`src/rtl/spi_fifo_pkg.sv`:
```
// Shared helpers for the SPI staging FIFO: pointer/level width functions,
// parameter sanity predicates and the per-cycle operation encoding.
package spi_fifo_pkg;

  // Pointer width: wraps modulo DEPTH naturally because DEPTH is a power of 2.
  function automatic int ptr_w(input int depth);
    return (depth > 1) ? $clog2(depth) : 1;
  endfunction

  // Level needs one extra bit so that DEPTH itself is representable.
  function automatic int lvl_w(input int depth);
    return $clog2(depth) + 1;
  endfunction

  function automatic bit is_pow2(input int v);
    return (v > 0) && ((v & (v - 1)) == 0);
  endfunction

  function automatic bit thresh_ok(input int depth, input int ae, input int af);
    return (ae >= 0) && (ae <= depth - 1) && (af >= 1) && (af <= depth);
  endfunction

  // Encoded as {write accepted, read accepted}.
  typedef enum logic [1:0] {
    OP_IDLE  = 2'b00,
    OP_READ  = 2'b01,
    OP_WRITE = 2'b10,
    OP_BOTH  = 2'b11
  } fifo_op_e;

endpackage

```
`src/rtl/spi_fifo_mem.sv`:
```
// WIDTH x DEPTH storage array for the SPI FIFO: one write port and one
// synchronous read port with enable. Contents are deliberately not reset.
module spi_fifo_mem #(
  parameter int WIDTH = 32,
  parameter int DEPTH = 16,
  parameter int PTR_W = 4
) (
  input  logic             i_clk,
  input  logic             i_we,
  input  logic [PTR_W-1:0] i_waddr,
  input  logic [WIDTH-1:0] i_wdata,
  input  logic             i_re,
  input  logic [PTR_W-1:0] i_raddr,
  output logic [WIDTH-1:0] o_rdata
);

  logic [WIDTH-1:0] r_mem [DEPTH];
  logic [WIDTH-1:0] r_rdata;

  always_ff @(posedge i_clk) begin
    if (i_we) begin
      r_mem[i_waddr] <= i_wdata;
    end
  end

  // Read-before-write: a same-address write this edge is not visible here.
  always_ff @(posedge i_clk) begin
    if (i_re) begin
      r_rdata <= r_mem[i_raddr];
    end
  end

  assign o_rdata = r_rdata;

endmodule

```
`src/rtl/spi_fifo_param.sv`:
```
// Parametrised single-clock FIFO staging SPI TX/RX words. Optional feature:
// define SPI_FIFO_OVERWRITE_EN to make a write while Full replace the oldest entry.
module spi_fifo_param
  import spi_fifo_pkg::*;
#(
  parameter int WIDTH     = 32,
  parameter int DEPTH     = 16,
  parameter int AE_THRESH = 1,
  parameter int AF_THRESH = 12
) (
  input  logic                      Clock,
  input  logic                      ResetN,
  input  logic [WIDTH-1:0]          DataIn,
  input  logic                      Write,
  input  logic                      Read,
  input  logic                      Flush,
  input  logic                      ClearOV,
  input  logic                      ClearUF,
  output logic [WIDTH-1:0]          DataOut,
  output logic                      DataValid,
  output logic                      Full,
  output logic                      Empty,
  output logic                      AlmostFull,
  output logic                      AlmostEmpty,
  output logic [$clog2(DEPTH):0]    Level,
  output logic                      OV,
  output logic                      UF
);

  localparam int PTR_W = ptr_w(DEPTH);
  localparam int LVL_W = lvl_w(DEPTH);
  localparam logic [LVL_W-1:0] LVL_FULL = LVL_W'(DEPTH);
  localparam logic [LVL_W-1:0] LVL_AE   = LVL_W'(AE_THRESH);
  localparam logic [LVL_W-1:0] LVL_AF   = LVL_W'(AF_THRESH);

`ifdef SPI_FIFO_OVERWRITE_EN
  localparam logic OVERWRITE = 1'b1;
`else
  localparam logic OVERWRITE = 1'b0;
`endif

  if (WIDTH < 1 || DEPTH < 4 || !is_pow2(DEPTH)) begin : g_bad_size
    $error("spi_fifo_param: WIDTH must be >=1 and DEPTH a power of 2 >= 4");
  end
  if (!thresh_ok(DEPTH, AE_THRESH, AF_THRESH)) begin : g_bad_thresh
    $error("spi_fifo_param: AE_THRESH/AF_THRESH out of range");
  end

  logic [PTR_W-1:0] r_wr_ptr;
  logic [PTR_W-1:0] r_rd_ptr;
  logic [LVL_W-1:0] r_level;
  logic             r_dv;
  logic             r_ov;
  logic             r_uf;
  logic             r_has_data;

  logic             w_full;
  logic             w_empty;
  logic             w_rd_acc;
  logic             w_wr_acc;
  logic             w_ovf_evt;
  logic             w_udf_evt;
  logic             w_mem_we;
  logic             w_rd_adv;
  logic [WIDTH-1:0] w_mem_rdata;
  fifo_op_e         w_op;

  assign w_full    = (r_level == LVL_FULL);
  assign w_empty   = (r_level == '0);

  // When Full the FIFO is never Empty, so a concurrent Read always frees a slot.
  assign w_rd_acc  = Read  & ~w_empty & ~Flush;
  assign w_wr_acc  = Write & ~Flush & (~w_full | w_rd_acc);
  assign w_ovf_evt = Write & ~Flush & w_full & ~w_rd_acc;
  assign w_udf_evt = Read  & ~Flush & w_empty;

  assign w_mem_we  = w_wr_acc | (OVERWRITE & w_ovf_evt);
  assign w_rd_adv  = w_rd_acc | (OVERWRITE & w_ovf_evt);
  assign w_op      = fifo_op_e'({w_wr_acc, w_rd_acc});

  spi_fifo_mem #(
    .WIDTH (WIDTH),
    .DEPTH (DEPTH),
    .PTR_W (PTR_W)
  ) u_mem (
    .i_clk   (Clock),
    .i_we    (w_mem_we),
    .i_waddr (r_wr_ptr),
    .i_wdata (DataIn),
    .i_re    (w_rd_acc),
    .i_raddr (r_rd_ptr),
    .o_rdata (w_mem_rdata)
  );

  always_ff @(posedge Clock or negedge ResetN) begin
    if (!ResetN) begin
      r_wr_ptr   <= '0;
      r_rd_ptr   <= '0;
      r_level    <= '0;
      r_dv       <= 1'b0;
      r_has_data <= 1'b0;
    end else if (Flush) begin
      r_wr_ptr <= '0;
      r_rd_ptr <= '0;
      r_level  <= '0;
      r_dv     <= 1'b0;
    end else begin
      if (w_mem_we) r_wr_ptr <= r_wr_ptr + 1'b1;
      if (w_rd_adv) r_rd_ptr <= r_rd_ptr + 1'b1;
      if (w_rd_acc) r_has_data <= 1'b1;
      r_dv <= w_rd_acc;
      case (w_op)
        OP_WRITE: r_level <= r_level + 1'b1;
        OP_READ:  r_level <= r_level - 1'b1;
        default:  r_level <= r_level;
      endcase
    end
  end

  // A new event in the same cycle as its clear keeps the flag set.
  always_ff @(posedge Clock or negedge ResetN) begin
    if (!ResetN) begin
      r_ov <= 1'b0;
      r_uf <= 1'b0;
    end else begin
      if (w_ovf_evt)    r_ov <= 1'b1;
      else if (ClearOV) r_ov <= 1'b0;
      if (w_udf_evt)    r_uf <= 1'b1;
      else if (ClearUF) r_uf <= 1'b0;
    end
  end

  // The array output is unreset, so mask it to zero until a first read lands.
  assign DataOut     = r_has_data ? w_mem_rdata : '0;
  assign DataValid   = r_dv;
  assign Full        = w_full;
  assign Empty       = w_empty;
  assign AlmostFull  = (r_level >= LVL_AF);
  assign AlmostEmpty = (r_level <= LVL_AE);
  assign Level       = r_level;
  assign OV          = r_ov;
  assign UF          = r_uf;

endmodule
```
`config.mk`:
```
export PLATFORM = sky130hd
export DESIGN_NAME = spi_fifo_param
export DESIGN_NICKNAME = d
export VERILOG_FILES = /design/src/rtl/spi_fifo_pkg.sv /design/src/rtl/spi_fifo_mem.sv /design/src/rtl/spi_fifo_param.sv
export SDC_FILE = /design/constraint.sdc
export NUM_CORES = 1
export LEC_CHECK = 0
export BUFFER_PORTS_ARGS = -buffer_cell sky130_fd_sc_hd__buf_4
export CAP_MARGIN = 20
export CORE_UTILIZATION = 30
export CTS_CLUSTER_SIZE = 30
export DETAILED_ROUTE_END_ITERATION = 16
export HOLD_SLACK_MARGIN = 0.02
export PLACE_DENSITY_LB_ADDON = 0.12
export SYNTH_ARGS = -nofsm -noshare
export SYNTH_HDL_FRONTEND = slang
export SYNTH_SLANG_ARGS = --single-unit
```
`constraint.sdc`:
```
create_clock -name Clock -period 4 [get_ports Clock]
set_input_delay 1 -clock Clock [delete_from_list [all_inputs] [get_ports Clock]]
set_output_delay 1 -clock Clock [all_outputs]
set_load 0.01 [all_outputs]
```
Word-level counts from Yosys, hierarchy flattened

Memory sizes are Yosys's and may differ from the RTL's. A register that Yosys moved wholly into a read port is not among the register bits.
Index checks and enable logic that the tools add are counted.

Register bits after elaboration: 17
RAM bits: 512
Input bits: 39
Word-level logic and storage cells: 51
Memories kept: 1

Memories:

| name        | words | width | read ports | clocked after Yosys merged registers in | wr ports | line               | text |
|---|---|---|---|---|---|---|---|
| u_mem.r_mem | 16    | 32    | 1          | 1                                       | 1        | spi_fifo_mem.sv:17 | `logic [WIDTH-1:0] r_mem [DEPTH];` |

Add/subtract/negate cells: 4
$lt $le $gt $ge: 2
Equality and inequality tests: 3
Muxes and demuxes: 14
Bitwise operators: 13
Reduce and logical (&&, ||, !) cells: 7

Operator list:

| kind                                                                                | count |
|---|---|
| 32-bit two-way mux                                                                  | 1 |
| 4-bit two-way mux                                                                   | 4 |
| 5-bit case mux with 2 select lines                                                  | 1 |
| 4-bit by 1-bit adder with 4-bit output, second input constant                       | 2 |
| 1-bit bitwise AND                                                                   | 8 |
| 2-bit nonzero test                                                                  | 4 |
| 1-bit two-way mux                                                                   | 7 |
| 5-bit by 1-bit adder with 5-bit output, second input constant                       | 1 |
| 5-bit == test, second input constant                                                | 1 |
| 5-bit by 4-bit greater-or-equal comparator with 1-bit output, second input constant | 1 |
| 5-bit by 1-bit <= comparator with 1-bit output, second input constant               | 1 |
| 5-bit logical NOT                                                                   | 1 |
| 5-bit two-way mux                                                                   | 1 |
| 5-bit by 1-bit subtractor with 5-bit output, second input constant                  | 1 |
| 1-bit NOT                                                                           | 4 |
| 3-bit nonzero test                                                                  | 1 |
| 2-bit by 1-bit == test with 1-bit output, second input constant                     | 1 |
| 2-bit == test, second input constant                                                | 1 |
| 2-bit AND reduction                                                                 | 1 |
| 1-bit OR                                                                            | 1 |

Depth between registers and ports, before layout

Depth in word-level cells: 9
Gate-level depth with buffers: 8

Hierarchy

Synthesis repeated with hierarchy kept, for this count alone.

Cell total of the unflattened synthesis: 1001
Area, all modules: 21551.9 um^2

By module, submodules not included:

| module         | instances | cells an instance | area each (um^2) | sequential area each (um^2) |
|---|---|---|---|---|
| spi_fifo_mem   | 1         | 838               | 20174.3          | 16335.7 |
| spi_fifo_param | 1         | 163               | 1377.6           | 425.4 |

Least setup slack after synthesis

OpenSTA, ideal clock, no wires.

Path kind: input to register
Start point: input Flush
End point: memory u_mem.r_mem[12][0] (enable)
Setup time: 0.421 ns
Arrival: 3.039 ns
Required time: 3.579 ns
Slack: 0.539 ns
Stages on the path: 4
Path buffers: 1
Path through: clkbuf_1 nand2b_1 nand4bb_1 nor2_1

Word-level cells in the longest chain between the ends: 6
Elaborated cells between the ends (all ways): 7
Those cells by class: 2 x mux; 5 x bitwise

RTL lines:

| what                                      | line                                       | text |
|---|---|---|
| from (decl)                               | spi_fifo_param.sv:16                       | `input logic Flush,` |
| 1-bit NOT *                               | spi_fifo_param.sv:72, spi_fifo_param.sv:73 |  |
| 1-bit bitwise AND                         | spi_fifo_param.sv:72                       | `assign w_rd_acc = Read & ~w_empty & ~Flush;` |
| 1-bit OR                                  | spi_fifo_param.sv:73                       | `assign w_wr_acc = Write & ~Flush & (~w_full \| w_rd_acc);` |
| 1-bit bitwise AND *                       | spi_fifo_param.sv:73                       |  |
| 1-bit two-way mux *                       | spi_fifo_mem.sv:21                         | `if (i_we) begin` |
| 1-bit two-way mux (implied by the code) * | spi_fifo_mem.sv:22                         | `r_mem[i_waddr] <= i_wdata;` |
| to (decl)                                 | spi_fifo_mem.sv:17                         |  |

Mark *: on every way between the ends. The rest lies on a longest branch, timed or not.

Worst setup path in the final report

Start point: register r_level[0] (netlist: Level[0])
End point: output Empty

Word-level cells in the longest chain between the ends: 1

RTL lines:

| what                   | line                  | text |
|---|---|---|
| from (decl)            | spi_fifo_param.sv:51  | `logic [LVL_W-1:0] r_level;` |
| from (signal assigned) | spi_fifo_param.sv:113 | `OP_WRITE: r_level <= r_level + 1'b1;` |
| from (signal assigned) | spi_fifo_param.sv:114 | `OP_READ: r_level <= r_level - 1'b1;` |
| from (signal assigned) | spi_fifo_param.sv:115 | `default: r_level <= r_level;` |
| 5-bit logical NOT      | spi_fifo_param.sv:69  | `assign w_empty = (r_level == '0);` |
| to (decl)              | spi_fifo_param.sv:22  | `output logic Empty,` |

Every way passes these cells.

==> flow_results.org <==
** Outcome
- Status :: completed

** Cells and area
- After the last flow step, the layout net total stands at between 1k and 1.5k.
- The number of antenna diodes in the final layout is 0.
- Counting the fill cells in the layout gives just under 7k.
- Of the cells placed in the final design, the portion with a size suffix greater than 1 is approximately 23%.
- Relative to the synthesized area, the layout overhead comes to 18.1%.
- For this run, the share of the core covered by cells in the final layout is between 30 and 40%.

** Timing
- Setup total negative slack on the finished layout was measured at 0 ns.
- The final count of hold timing violations was 0.
- For the pin with the worst max-slew slack, the measured transition is slightly below 1 ns.
- Static timing analysis puts the maximum clock frequency at approximately 290 MHz.
- The number of pins with negative max-slew slack in the final report came to 0.
- The worst path uses 87.4% of the clock period.
- Headroom to the max-slew limit came out at approximately 34%.
- Across the routed clock network, the largest skew measured is between 0.015 and 0.02 ns.
- Setup repair after global routing left no endpoint under its margin.
- Setup violations remaining at the end of the flow were counted as 0.
- Shortest period the worst path allows :: 3.49 ns

** Die
- Overall die height :: around 270 um
- In this run the count of I/O pins placed on the die edge is 83.
- Core Box Area :: roughly 0.072 mm^2
- Initial core utilization :: between 30% and 40%
- Die area :: 0.0742 mm^2
- X dimension of the die :: between 200 and 300 um
- Cell Rows :: ~100

** Power
- Across the VDD grid, the largest voltage drop is ~0.28 mV.
- Pwr/cell area :: about 550 mW/mm^2
- Final Power :: roughly 14 mW
- Leakage dissipation :: a little over 8 nW

** Yosys
- In this run the cell area of the synthesized design comes to approximately 0.022 mm^2.
- Predominant post-synthesis flop cell :: sky130_fd_sc_hd__edfxtp_1
- Area share of fa/ha/maj cells after synthesis :: less than 1%
- Dominant combinational cell family by area after synthesis :: multiplexers
- Syn nets :: 1185
- Fraction of the mapped netlist area in compound gates :: under 10%
- Cell types with the highest counts after synthesis :: 544 x sky130_fd_sc_hd__edfxtp_1, 130 x sky130_fd_sc_hd__mux2i_1, 64 x sky130_fd_sc_hd__a221oi_1, 64 x sky130_fd_sc_hd__mux4_2, 46 x sky130_fd_sc_hd__and2_1
- Portion of the post-synthesis area used by sequential elements :: roughly three quarters
- Dividing the synthesized area by the synthesized cell count gives 19.3 um^2.
- Ranking of synthesized cells by area :: sky130_fd_sc_hd__edfxtp_1 75%, sky130_fd_sc_hd__mux4_2 6.6%, sky130_fd_sc_hd__mux2i_1 5.9%
- Number of flip-flops and latches in the synthesized netlist :: ~560
- Synthesized instance count :: approximately 1.1k
- Most repeated cell in the gate-level netlist after synthesis :: sky130_fd_sc_hd__edfxtp_1
- In the synthesized netlist the async set-or-reset flop fraction comes to between 3 and 4%.
- Area fraction of the dominant cell type after synthesis :: about three quarters
- Library cell occupying the most area in the post-synthesis netlist :: sky130_fd_sc_hd__edfxtp_1
- In the synthesized netlist, mux cells make up about an eighth of the area.
- Of the total synthesized cell area, the portion taken by AND, OR, NAND and NOR gates is 3.37%.
- Counting flops with a built-in enable in the synthesized netlist gives 544.
- Yosys synthesis warning count :: 0
- In this run, distinct cell masters in the synthesized netlist total around 50.
- Post-Synth XOR/XNOR Area :: 0.280%

** Clock tree
- Clock buffers created by TritonCTS :: 61
- Number of gates resized after CTS :: 0
- Post-CTS timing repair inserted 0 buffers for setup.
- The later pin in the worst-skew pair is clocked with a latency of roughly 0.62 ns.
- After clock tree synthesis, the clock-pin slew on the worst setup and hold paths is 0.06 ns.
- Maximum clock insertion buffer count :: 3
- In this run the number of H-tree levels came out at 2.
- CTS root buffer :: sky130_fd_sc_hd__clkbuf_16
- Clock tree synthesis found a total of around 560 sinks.
- TritonCTS built the clock tree.
- Number of hold buffers added after CTS :: 0

** Routing
- Dividing the detail-routed wire length by the instance count gives around 24 um.
- Once detail routing completed, the nets flagged for antenna violations numbered 0.
- Routed via count divided by cell count :: just under 5
- TritonRoute pass-1 iters :: 5
- DR iter-0 viols :: between 600 and 700
- Post-Route WL :: 54.4 mm
- Vias post-DR :: around 11k
- Number of design rule violations left after detail routing :: 0

** Global route
- Summed over all layers, the global routing overflow is 0.
- Vias in the first global route :: roughly 11k
- Overall global routing resource usage :: 14.8%
- Entering global routing, the biggest net connects 44 pins.
- The initial antenna violation count is 0.
- Wire length of the first global-routing pass :: about 80 mm

** Worst setup path
- Startpoint type of the worst setup path :: flip-flop
- Crit path DAT :: 2.49 ns
- Worst setup EP type :: output pin
- Required arrival time at the worst endpoint :: approximately 3.0 ns
- Crit-path max FO :: 10
- Critical path type :: reg -> out

** Job
- The tool flagged a number of max-cap violations equal to 0.

** Place
- Last weighted congestion value of the routability-driven placer :: 0.733
- In this run the tool buffered the top-level ports with 82 buffer cells.
- Post-DP HPWL :: a little over 30 mm

** Worst hold path
- The min-delay analysis places its worst path in the category in -> async.
## where the power goes
part / switching (mW) / leakage [nW] / total [mW] / internal [mW]
Clock: 2.27 / 0.943 / 5.49 / 3.22
Combinational: 1.05 / 2.11 / 1.92 / 0.870
Sequential: 0.143 / 5.12 / 6.78 / 6.64
## cell usage in the layout (no fill, tap or decap), types with 4 or more instances in the layout
cell and count:
sky130_fd_sc_hd__a22oi_1 32, sky130_fd_sc_hd__buf_4 105, sky130_fd_sc_hd__and2_2 13, sky130_fd_sc_hd__bufinv_16 6
sky130_fd_sc_hd__nand2b_1 4, sky130_fd_sc_hd__edfxtp_1 544, sky130_fd_sc_hd__ha_1 9, sky130_fd_sc_hd__and2_1 33
sky130_fd_sc_hd__clkinv_2 10, sky130_fd_sc_hd__buf_12 14, sky130_fd_sc_hd__inv_1 10, sky130_fd_sc_hd__nor2_1 14
sky130_fd_sc_hd__xor2_1 4, sky130_fd_sc_hd__dfrtp_1 13, sky130_fd_sc_hd__clkbuf_1 15, sky130_fd_sc_hd__mux4_2 64
sky130_fd_sc_hd__a221oi_1 64, sky130_fd_sc_hd__mux2i_1 130, sky130_fd_sc_hd__clkbuf_16 62, sky130_fd_sc_hd__nand2_1 34
sky130_fd_sc_hd__clkinv_1 13, sky130_fd_sc_hd__a21oi_1 6, sky130_fd_sc_hd__nor2_4 5, sky130_fd_sc_hd__o21ai_0 33
sky130_fd_sc_hd__nand3_1 7
## flip-flops by register name, summed over array words and instances (netlist names)
name	count
UF	1
DataValid	1
r_wr_ptr	4
r_rd_ptr	4
Level	5
r_has_data	1
u_mem.r_mem	512
u_mem.o_rdata	32
OV	1
## layer usage
layer,GRT usage (%),wire [um]
met5,0,0
met4,4.15,1160
met3,2.12,1610
met2,25.6,27800
met1,19.2,23800
## path summary, 6_finish.rpt
kind | start | end | slack, ns | cells after the start
setup / recovery | Level[0] | Empty | 0.51 | 5
hold / removal | ResetN | OV | 0.24 | 1
setup reg to reg | Level[0] | u_mem.r_mem[11][18] | 0.99 | 7
hold reg to reg | UF | UF | 0.55 | 2
max in group asynchronous | ResetN | r_rd_ptr[0] | 3.54 | 1
min in group Clock | UF | UF | 0.55 | 2
## critical path: stages, from the launching register on
cell and delay, ns:
sky130_fd_sc_hd__dfrtp_1 0.44, sky130_fd_sc_hd__inv_1 0.18, sky130_fd_sc_hd__ha_1 0.22, sky130_fd_sc_hd__or4b_1 0.69, sky130_fd_sc_hd__inv_2 0.21, sky130_fd_sc_hd__buf_4 0.14
## cell families (layout without fill, tap and decap cells)
kind of cell / count (synthesis) / after routing
muxes: 197 / 197
and+or+nand+nor: 136 / 136
adders and majority gates: 9 / 9
DFF: 561 / 561
xor gates and xnor gates: 7 / 7
buffers and inverters: 76 / 242
AOI/OAI and AO/OA: 151 / 151
## stage by stage
stage	setup slack, ns	hold WS (ns)	area (um^2)	cells
floorplan	0.539	0.500	21900	1137
global placement	0.677	0.547	24000	2142
detailed placement	0.659	0.538	24000	2142
CTS	0.461	0.203	25900	2253
global route	0.348	0.224	25900	2253
finish	0.506	0.242	25900	2253
## layout make-up
cell class,instances,area [um^2],share of cell area (%)
Timing Repair Buffer,119,1070,4.13
Sequential cell,561,16800,64.8
Tap cell,950,1190,4.59
Clock buffer,77,1610,6.21
Inverter,12,45.0,0.174
Multi-Input combinational cell,500,4880,18.8
Clock inverter,34,338,1.30
Power figures use the tool's default switching activity.
